**src/rtl/uart_rx_pkg.sv**
```systemverilog
// Shared definitions for the UART receiver: oversampling ratio, counter
// width, FSM state encoding and the bit-period helper.
package uart_rx_pkg;

    localparam int UART_OVERSAMPLE = 8;
    localparam int CNT_W           = 19;

    typedef enum logic [2:0] {
        ST_IDLE  = 3'd0,
        ST_START = 3'd1,
        ST_DATA  = 3'd2,
        ST_STOP  = 3'd3,
        ST_BREAK = 3'd4
    } rx_state_t;

    // Clocks per bit for a given prescale; a prescale of zero behaves as one.
    function automatic logic [CNT_W-1:0] bit_period(input logic [15:0] prescale);
        logic [15:0] p;
        p = (prescale == 16'd0) ? 16'd1 : prescale;
        return {p, 3'b000};
    endfunction

endpackage

```
**src/rtl/uart_rx_sync_2ff.sv**
```systemverilog
// Two-flop synchronizer for a single asynchronous input, with a selectable
// reset value so an idle-high line does not look like a start bit at reset.
module sync_2ff #(
    parameter logic RESET_VAL = 1'b1
) (
    input  logic clk,
    input  logic rst,
    input  logic d,
    output logic q
);

    logic meta_reg;
    logic sync_reg;

    // Two back-to-back flops to settle metastability before use.
    always_ff @(posedge clk or posedge rst) begin
        if (rst) begin
            meta_reg <= RESET_VAL;
            sync_reg <= RESET_VAL;
        end else begin
            meta_reg <= d;
            sync_reg <= meta_reg;
        end
    end

    assign q = sync_reg;

endmodule

```
**src/rtl/uart_rx.sv**
```systemverilog
// UART receiver: 8x oversampled rxd, start/data/stop framing, AXI4-Stream
// master output with overrun and framing error pulses.
module uart_rx
    import uart_rx_pkg::*;
#(
    parameter int DATA_WIDTH = 8
) (
    input  logic                  clk,
    input  logic                  rst,
    output logic [DATA_WIDTH-1:0] output_axis_tdata,
    output logic                  output_axis_tvalid,
    input  logic                  output_axis_tready,
    input  logic                  rxd,
    output logic                  busy,
    output logic                  overrun_error,
    output logic                  frame_error,
    input  logic [15:0]           prescale
);

    logic                  rxd_s;
    logic [CNT_W-1:0]      period;
    logic [DATA_WIDTH-1:0] shift_in;

    rx_state_t             state_reg;
    logic [CNT_W-1:0]      cnt_reg;
    logic [3:0]            bit_cnt_reg;
    logic [DATA_WIDTH-1:0] shift_reg;
    logic [DATA_WIDTH-1:0] tdata_reg;
    logic                  tvalid_reg;
    logic                  busy_reg;
    logic                  overrun_reg;
    logic                  frame_err_reg;

    sync_2ff #(
        .RESET_VAL(1'b1)
    ) u_sync (
        .clk (clk),
        .rst (rst),
        .d   (rxd),
        .q   (rxd_s)
    );

    // Prescale is looked at on every reload, so a change only affects later bits.
    assign period = bit_period(prescale);

    // Data arrives LSB first: the newest bit enters at the MSB and moves right.
    generate
        if (DATA_WIDTH == 1) begin : g_shift_one
            assign shift_in = rxd_s;
        end else begin : g_shift_wide
            assign shift_in = {rxd_s, shift_reg[DATA_WIDTH-1:1]};
        end
    endgenerate

    // Receive FSM with bit counter, shift register and registered stream outputs.
    always_ff @(posedge clk or posedge rst) begin
        if (rst) begin
            state_reg     <= ST_IDLE;
            cnt_reg       <= '0;
            bit_cnt_reg   <= '0;
            shift_reg     <= '0;
            tdata_reg     <= '0;
            tvalid_reg    <= 1'b0;
            busy_reg      <= 1'b0;
            overrun_reg   <= 1'b0;
            frame_err_reg <= 1'b0;
        end else begin
            overrun_reg   <= 1'b0;
            frame_err_reg <= 1'b0;

            // Accepted character; a load later in this block can re-raise tvalid.
            if (tvalid_reg && output_axis_tready) begin
                tvalid_reg <= 1'b0;
            end

            case (state_reg)
                ST_IDLE: begin
                    if (!rxd_s) begin
                        cnt_reg   <= (period >> 1) - 19'd1;
                        busy_reg  <= 1'b1;
                        state_reg <= ST_START;
                    end
                end

                ST_START: begin
                    if (cnt_reg == '0) begin
                        if (rxd_s) begin
                            // Line went back high by mid start bit: treat as noise.
                            busy_reg  <= 1'b0;
                            state_reg <= ST_IDLE;
                        end else begin
                            cnt_reg     <= period - 19'd1;
                            bit_cnt_reg <= 4'(DATA_WIDTH);
                            state_reg   <= ST_DATA;
                        end
                    end else begin
                        cnt_reg <= cnt_reg - 19'd1;
                    end
                end

                ST_DATA: begin
                    if (cnt_reg == '0) begin
                        shift_reg   <= shift_in;
                        bit_cnt_reg <= bit_cnt_reg - 4'd1;
                        cnt_reg     <= period - 19'd1;
                        if (bit_cnt_reg == 4'd1) begin
                            state_reg <= ST_STOP;
                        end
                    end else begin
                        cnt_reg <= cnt_reg - 19'd1;
                    end
                end

                ST_STOP: begin
                    if (cnt_reg == '0) begin
                        if (rxd_s) begin
                            if (!tvalid_reg || output_axis_tready) begin
                                tdata_reg  <= shift_reg;
                                tvalid_reg <= 1'b1;
                            end else begin
                                // Previous character still unread: keep it, drop this one.
                                overrun_reg <= 1'b1;
                            end
                            // Leave at mid stop bit so the next start edge is caught early.
                            busy_reg  <= 1'b0;
                            state_reg <= ST_IDLE;
                        end else begin
                            frame_err_reg <= 1'b1;
                            state_reg     <= ST_BREAK;
                        end
                    end else begin
                        cnt_reg <= cnt_reg - 19'd1;
                    end
                end

                ST_BREAK: begin
                    // Hold off until the line recovers so a long break reports once.
                    if (rxd_s) begin
                        busy_reg  <= 1'b0;
                        state_reg <= ST_IDLE;
                    end
                end

                default: begin
                    busy_reg  <= 1'b0;
                    state_reg <= ST_IDLE;
                end
            endcase
        end
    end

    assign output_axis_tdata  = tdata_reg;
    assign output_axis_tvalid = tvalid_reg;
    assign busy               = busy_reg;
    assign overrun_error      = overrun_reg;
    assign frame_error        = frame_err_reg;

endmodule
```
**config.mk**
```make
export PLATFORM = sky130hd
export DESIGN_NAME = uart_rx
export DESIGN_NICKNAME = d
export VERILOG_FILES = /design/src/rtl/uart_rx_pkg.sv /design/src/rtl/uart_rx_sync_2ff.sv /design/src/rtl/uart_rx.sv
export SDC_FILE = /design/constraint.sdc
export NUM_CORES = 1
export LEC_CHECK = 0
export CAP_MARGIN = 20
export CORE_ASPECT_RATIO = 2
export CORE_MARGIN = 10
export CORE_UTILIZATION = 55
export CTS_CLUSTER_SIZE = 8
export DETAILED_ROUTE_END_ITERATION = 8
export MAX_ROUTING_LAYER = met4
export PLACE_DENSITY = 0.79
export SLEW_MARGIN = 30
export SYNTH_ARGS = -nofsm -noshare
export SYNTH_HDL_FRONTEND = slang
export SYNTH_SLANG_ARGS = --single-unit
```
**constraint.sdc**
```tcl
create_clock -name clk -period 5.6 [get_ports clk]
set_input_delay 1.12 -clock clk [delete_from_list [all_inputs] [get_ports clk]]
set_output_delay 1.12 -clock clk [all_outputs]
set_load 0.02 [all_outputs]
```
-- Yosys cells after proc, flatten, opt, wreduce, memory -nomap -nowiden
Index checks and enable logic that the tools add are counted.
- bits in registers: 48
- input port bits: 20
- output and inout bits: 12
- word-level logic and storage cells: 82
- $add $sub $neg: 4
- eq/ne operators: 15
- multiplexer cells: 36
- bitwise gates (word level): 1
- reductions and logical operators: 15
- operators with widths (operator ; number):
    19-bit two-way mux ; 5
    19-bit case mux with 4 select lines ; 1
    19-bit by 1-bit subtractor with 19-bit output (second input constant) ; 2
    3-bit two-way mux ; 7
    19-bit zero test ; 1
    18-bit by 1-bit subtractor with 19-bit output (second input constant) ; 1
    16-bit zero test ; 1
    16-bit two-way mux ; 1
    1-bit two-way mux ; 15
    3-bit case mux with 5 select lines ; 1
    2-bit inequality test (second input constant) ; 7
    4-bit two-way mux ; 3
    4-bit AND reduction ; 3
    4-bit case mux with 2 select lines ; 1
    3-bit by 2-bit equality test with 1-bit output (second input constant) ; 2
    6-bit AND reduction ; 1
    4-bit by 1-bit equality test with 1-bit output (second input constant) ; 1
    2-bit by 1-bit inequality test with 1-bit output (second input constant) ; 2
    1-bit case mux with 4 select lines ; 1
    4-bit nonzero test ; 1
    4-bit by 1-bit subtractor with 4-bit output (second input constant) ; 1
    3-bit by 1-bit equality test with 1-bit output (second input constant) ; 1
    3-bit equality test (second input constant) ; 1
    3-bit zero test ; 1
    10 further kinds ; 10

-- Depth between registers and ports, before layout
- depth after elaboration: 6
- gate-level depth with buffers: 12
- gate-level depth less buffers: 10

-- Modules after synthesis
Synthesis repeated with hierarchy kept, for this count alone.
- cells, all modules: 351
- area, all modules: 3159.3 µm²
- by module, submodules not included (module ; instances ; cells an instance ; area each (µm²) ; sequential area each (µm²)):
    uart_rx ; 1 ; 348 ; 3103.0 ; 1151.1
    sync_2ff ; 1 ; 3 ; 56.3 ; 52.6

-- Least setup slack after synthesis
OpenSTA, ideal clock, no wires.
- kind: input to register
- start point: in prescale[8]
- end point: reg cnt_reg[11]
- setup time: 76 ps
- data arrival time: 3590 ps
- required time: 5524 ps
- slack: 1933 ps
- stages: 12
- path buffers: 2
- cell sequence: buf_6 -> or4_4 -> nor3_2 -> a31oi_1 -> ha_1 -> or4b_2 -> clkbuf_1 -> nor2_1 -> or4_1 -> a21boi_0 -> nor4_1 -> o21ai_1
- longest elaborated chain between the ends: 6
- elaborated cells between the ends (all ways): 9
- those cells by class: add/sub: 2; mux: 6; reduce/logical: 1
- ends and longest elaborated chain (item ; RTL line ; text):
    start, declared ; uart_rx.sv:17 ; input logic [15:0] prescale
    16-bit zero test ; uart_rx_pkg.sv:19 ; p = (prescale == 16'd0) ? 16'd1 : prescale;
    16-bit two-way mux * ; uart_rx_pkg.sv:19 ;
    19-bit by 1-bit subtractor with 19-bit output ; uart_rx.sv:92, uart_rx.sv:105 ;
    19-bit two-way mux ; uart_rx.sv:87 ; if (rxd_s) begin
    19-bit two-way mux ; uart_rx.sv:86 ; if (cnt_reg == '0) begin
    19-bit case mux with 4 select lines * ; uart_rx.sv:76 ; case (state_reg)
    end signal, assigned ; uart_rx.sv:79 ; cnt_reg <= (period >> 1) - 19'd1;
    end signal, assigned ; uart_rx.sv:92 ; cnt_reg <= period - 19'd1;
    end signal, assigned ; uart_rx.sv:105 ; cnt_reg <= period - 19'd1;
    end, declared ; uart_rx.sv:25 ; logic [CNT_W-1:0] cnt_reg;
Mark *: on every way between the ends. The rest lies on a longest branch, timed or not. The select of a mux whose other input is x is not followed.
A chain may end at the register's enable or synchronous reset.

-- Worst setup path after layout
- start point: in prescale[5]
- end point: reg cnt_reg[12]
Same word-level chain as after synthesis.

==> run metrics <==
grt ovf=0; Final Power=0.887 mW; largest area contributor in the netlist=dfrtp_1; Detailed Place HPWL=5.85 mm; # diodes=0; first-pass GRT wire length=12.7 mm; sequential share of the synthesized area=39.4%; measured slew at the worst slew-check pin=about 900 ps; RD Place Congestion=0.913; Initial Util=a little under three fifths; drt first pass iters=4; Routed Wire Length=7.54 mm; Post-synth top flop=dfrtp_1; die height=around 130 um; Hold WC Path Type=reg -> reg; Fillers=476; Core ar.=5420 um2; Die W=72.7 um; routed vias/inst=between 6 and 7; pwr dens=250 nW/um2; Peak Freq=253 MHz; syn avg cell area=9.17 um2; post-synthesis register bit count=48; IO Count=32; post-synth cell types=73; asr flop ratio synth=100%; Worst Setup Start Kind=primary input; WS Path Type=in -> reg; htree depth=2; CP arrival=4130 ps; CP cell instances=clkdlybuf4s50_1, or3_1, nor3_2, a31oi_1, ha_1, or4b_2, nor4_1, xnor2_1, nor3_1, a21oi_1, o311ai_0; vias in the first global route=2,721; Num CTS Buffers=5; area occupied by multi-input gates=1740 um2; post-cts resize count=0; Post-CTS Setup Inserts=0; Clk pin slew, worst setup/hold paths=90 ps; Vias=2,634; largest net degree at the start of global routing=49; initial drt markers=136; Post-synth EDFFs=0; status=completed; Die ar.=just over 9000 um2; clock tree buffer depth=2; total negative slack=0 ps; Synth top area share=37.7%; Leakage=approximately 1.4 nW; Fin Hold WS=363 ps; share of layout cells above drive strength 1=15.1%; CTS root buf=clkbuf_8; Final nets=about 380; Final min period=3950 ps; Syn Nets=357; total global-route track usage=17.6%; Rel. slew slack=between 30% and 40%; DRC=0; max reg flops=19; synth warn=0; CP endpoint kind=flip-flop; CTS tree=built; post-synth design cell area=3050 um2; MaxCap Viol Count=0; Clk Latency, worst-skew pair=310 ps; Max VDD drop=249 uV; Hold Violations, Final=0; FF+latch area=1200 um2; Critical Path Max Stage Delay=710 ps; CP Data Required Time=5780 ps; synthesized netlist cell count=~330; setup violators final=0; initial antenna violation count=0; largest cells by area after synthesis=dfrtp_1 (38%), mux2_2 (6.3%), o21ai_0 (4.9%), nor2_1 (3.9%), nand2_1 (3.2%); Buffers on Ports=31; slowest CP cell=or4b_2; clk sinks=48; WL/cell=18.0 um; Finished Core Util=65.4%; Rows=38; Layout Skew=5.89 ps; Max Slew Vio Count=0; hold_buf cts=0; RSZ-0062 raised after global routing=false; post-route clock period utilization=70.5%; maximum net fanout on the critical path=9; ANT nets after route=0; Area growth syn-to-layout=16.0%
## routing by layer
layer / share of wire, % / up-vias / track usage [%] / routed length [um]
met4: 5.0 / 0 / 11.9 / 380
met2: 55 / 77 / 30.6 / 4170
li1: - / 1278 / - / -
met3: 4.2 / 21 / 2.77 / 314
met5: 0 / - / - / 0
met1: 35 / 1258 / 16.9 / 2680
## placed cells by master, fill, tap and decap left out, types with 4 or more instances in the layout
master / count
ha_1: 4
mux2_2: 17
dfrtp_1: 46
o21ai_0: 30
or3_1: 6
a22oi_1: 4
xnor2_1: 9
a21oi_1: 17
nand3_1: 6
o22ai_1: 4
nor3_1: 18
a31oi_1: 4
nor2_1: 32
clkdlybuf4s50_1: 31
nand2_1: 26
or4_1: 4
nor3b_1: 4
clkbuf_8: 5
nor4_1: 8
inv_1: 8
## area by class of cell
| class | instances | share of cell area (%) |
|---|---|---|
| Clock buffer | 5 | 1.94 |
| Multi-Input combinational cell | 259 | 49.0 |
| Tap cell | 60 | 2.12 |
| Timing Repair Buffer | 34 | 9.40 |
| Clock inverter | 3 | 2.54 |
| Inverter | 9 | 1.02 |
| Sequential cell | 48 | 34.0 |
## stage by stage
step                      setup WS [ps]  area (um2)  std cells
after floorplan                    1930        3050        333
final                              1650        3540        418
after detailed placement           1350        3380        410
after global routing               1410        3540        418
after global placement             1450        3380        410
after CTS                          1670        3540        418
## critical path, delay by kind of cell
family / cells / cell delay, ps
and+or+nand+nor: 5 / 1530
adders and majority gates: 1 / 250
xor gates and xnor gates: 1 / 190
AOI/OAI and AO/OA: 3 / 500
buffers and inverters: 1 / 530
## worst paths after layout
check	end	startpoint	cells after the start	slack [ps]
max in group asynchronous	output_axis_tvalid	rst	2	3990
min in group asynchronous	bit_cnt_reg[1]	rst	2	1220
min	u_sync.q	u_sync.meta_reg	0	360
max reg2reg	output_axis_tdata[3]	cnt_reg[0]	7	2580
min reg2reg	u_sync.q	u_sync.meta_reg	0	360
max	cnt_reg[12]	prescale[5]	11	1650
## Yosys cell counts (all sizes together) (2+ instances only)
library cell,number
a311oi,2
o311a,2
o21ai,32
buf,7
a21oi,17
dfstp,2
a22oi,4
or3,8
nor3b,5
xor2,3
nor3,20
o311ai,2
and3,3
nand2b,3
nor4,9
o31a,4
clkbuf,10
xnor2,9
nand3,7
dfrtp,46
nor4b,2
or4,5
a21o,2
inv,9
nand4,4
a31oi,4
nor2,33
mux2i,3
o31ai,4
nand2,27
o22ai,4
mux2,17
ha,4
## logic make-up (layout without fill, tap and decap cells)
family | after synthesis | count (layout) | share of synthesized area (%)
compound gates | 90 | 90 | 19.7
fa+ha+maj | 4 | 4 | 1.64
buf+inv | 26 | 51 | 3.77
flops | 48 | 48 | 39.4
simple gates | 133 | 133 | 24.7
xor+xnor | 12 | 12 | 3.44
mux | 20 | 20 | 7.25
## where the power goes
part / internal (mW) / switching (mW)
combinational: 0.0491 / 0.0667
clock: 0.223 / 0.120
sequential: 0.383 / 0.0453
Note: power is estimated with default switching activity, not from simulation.
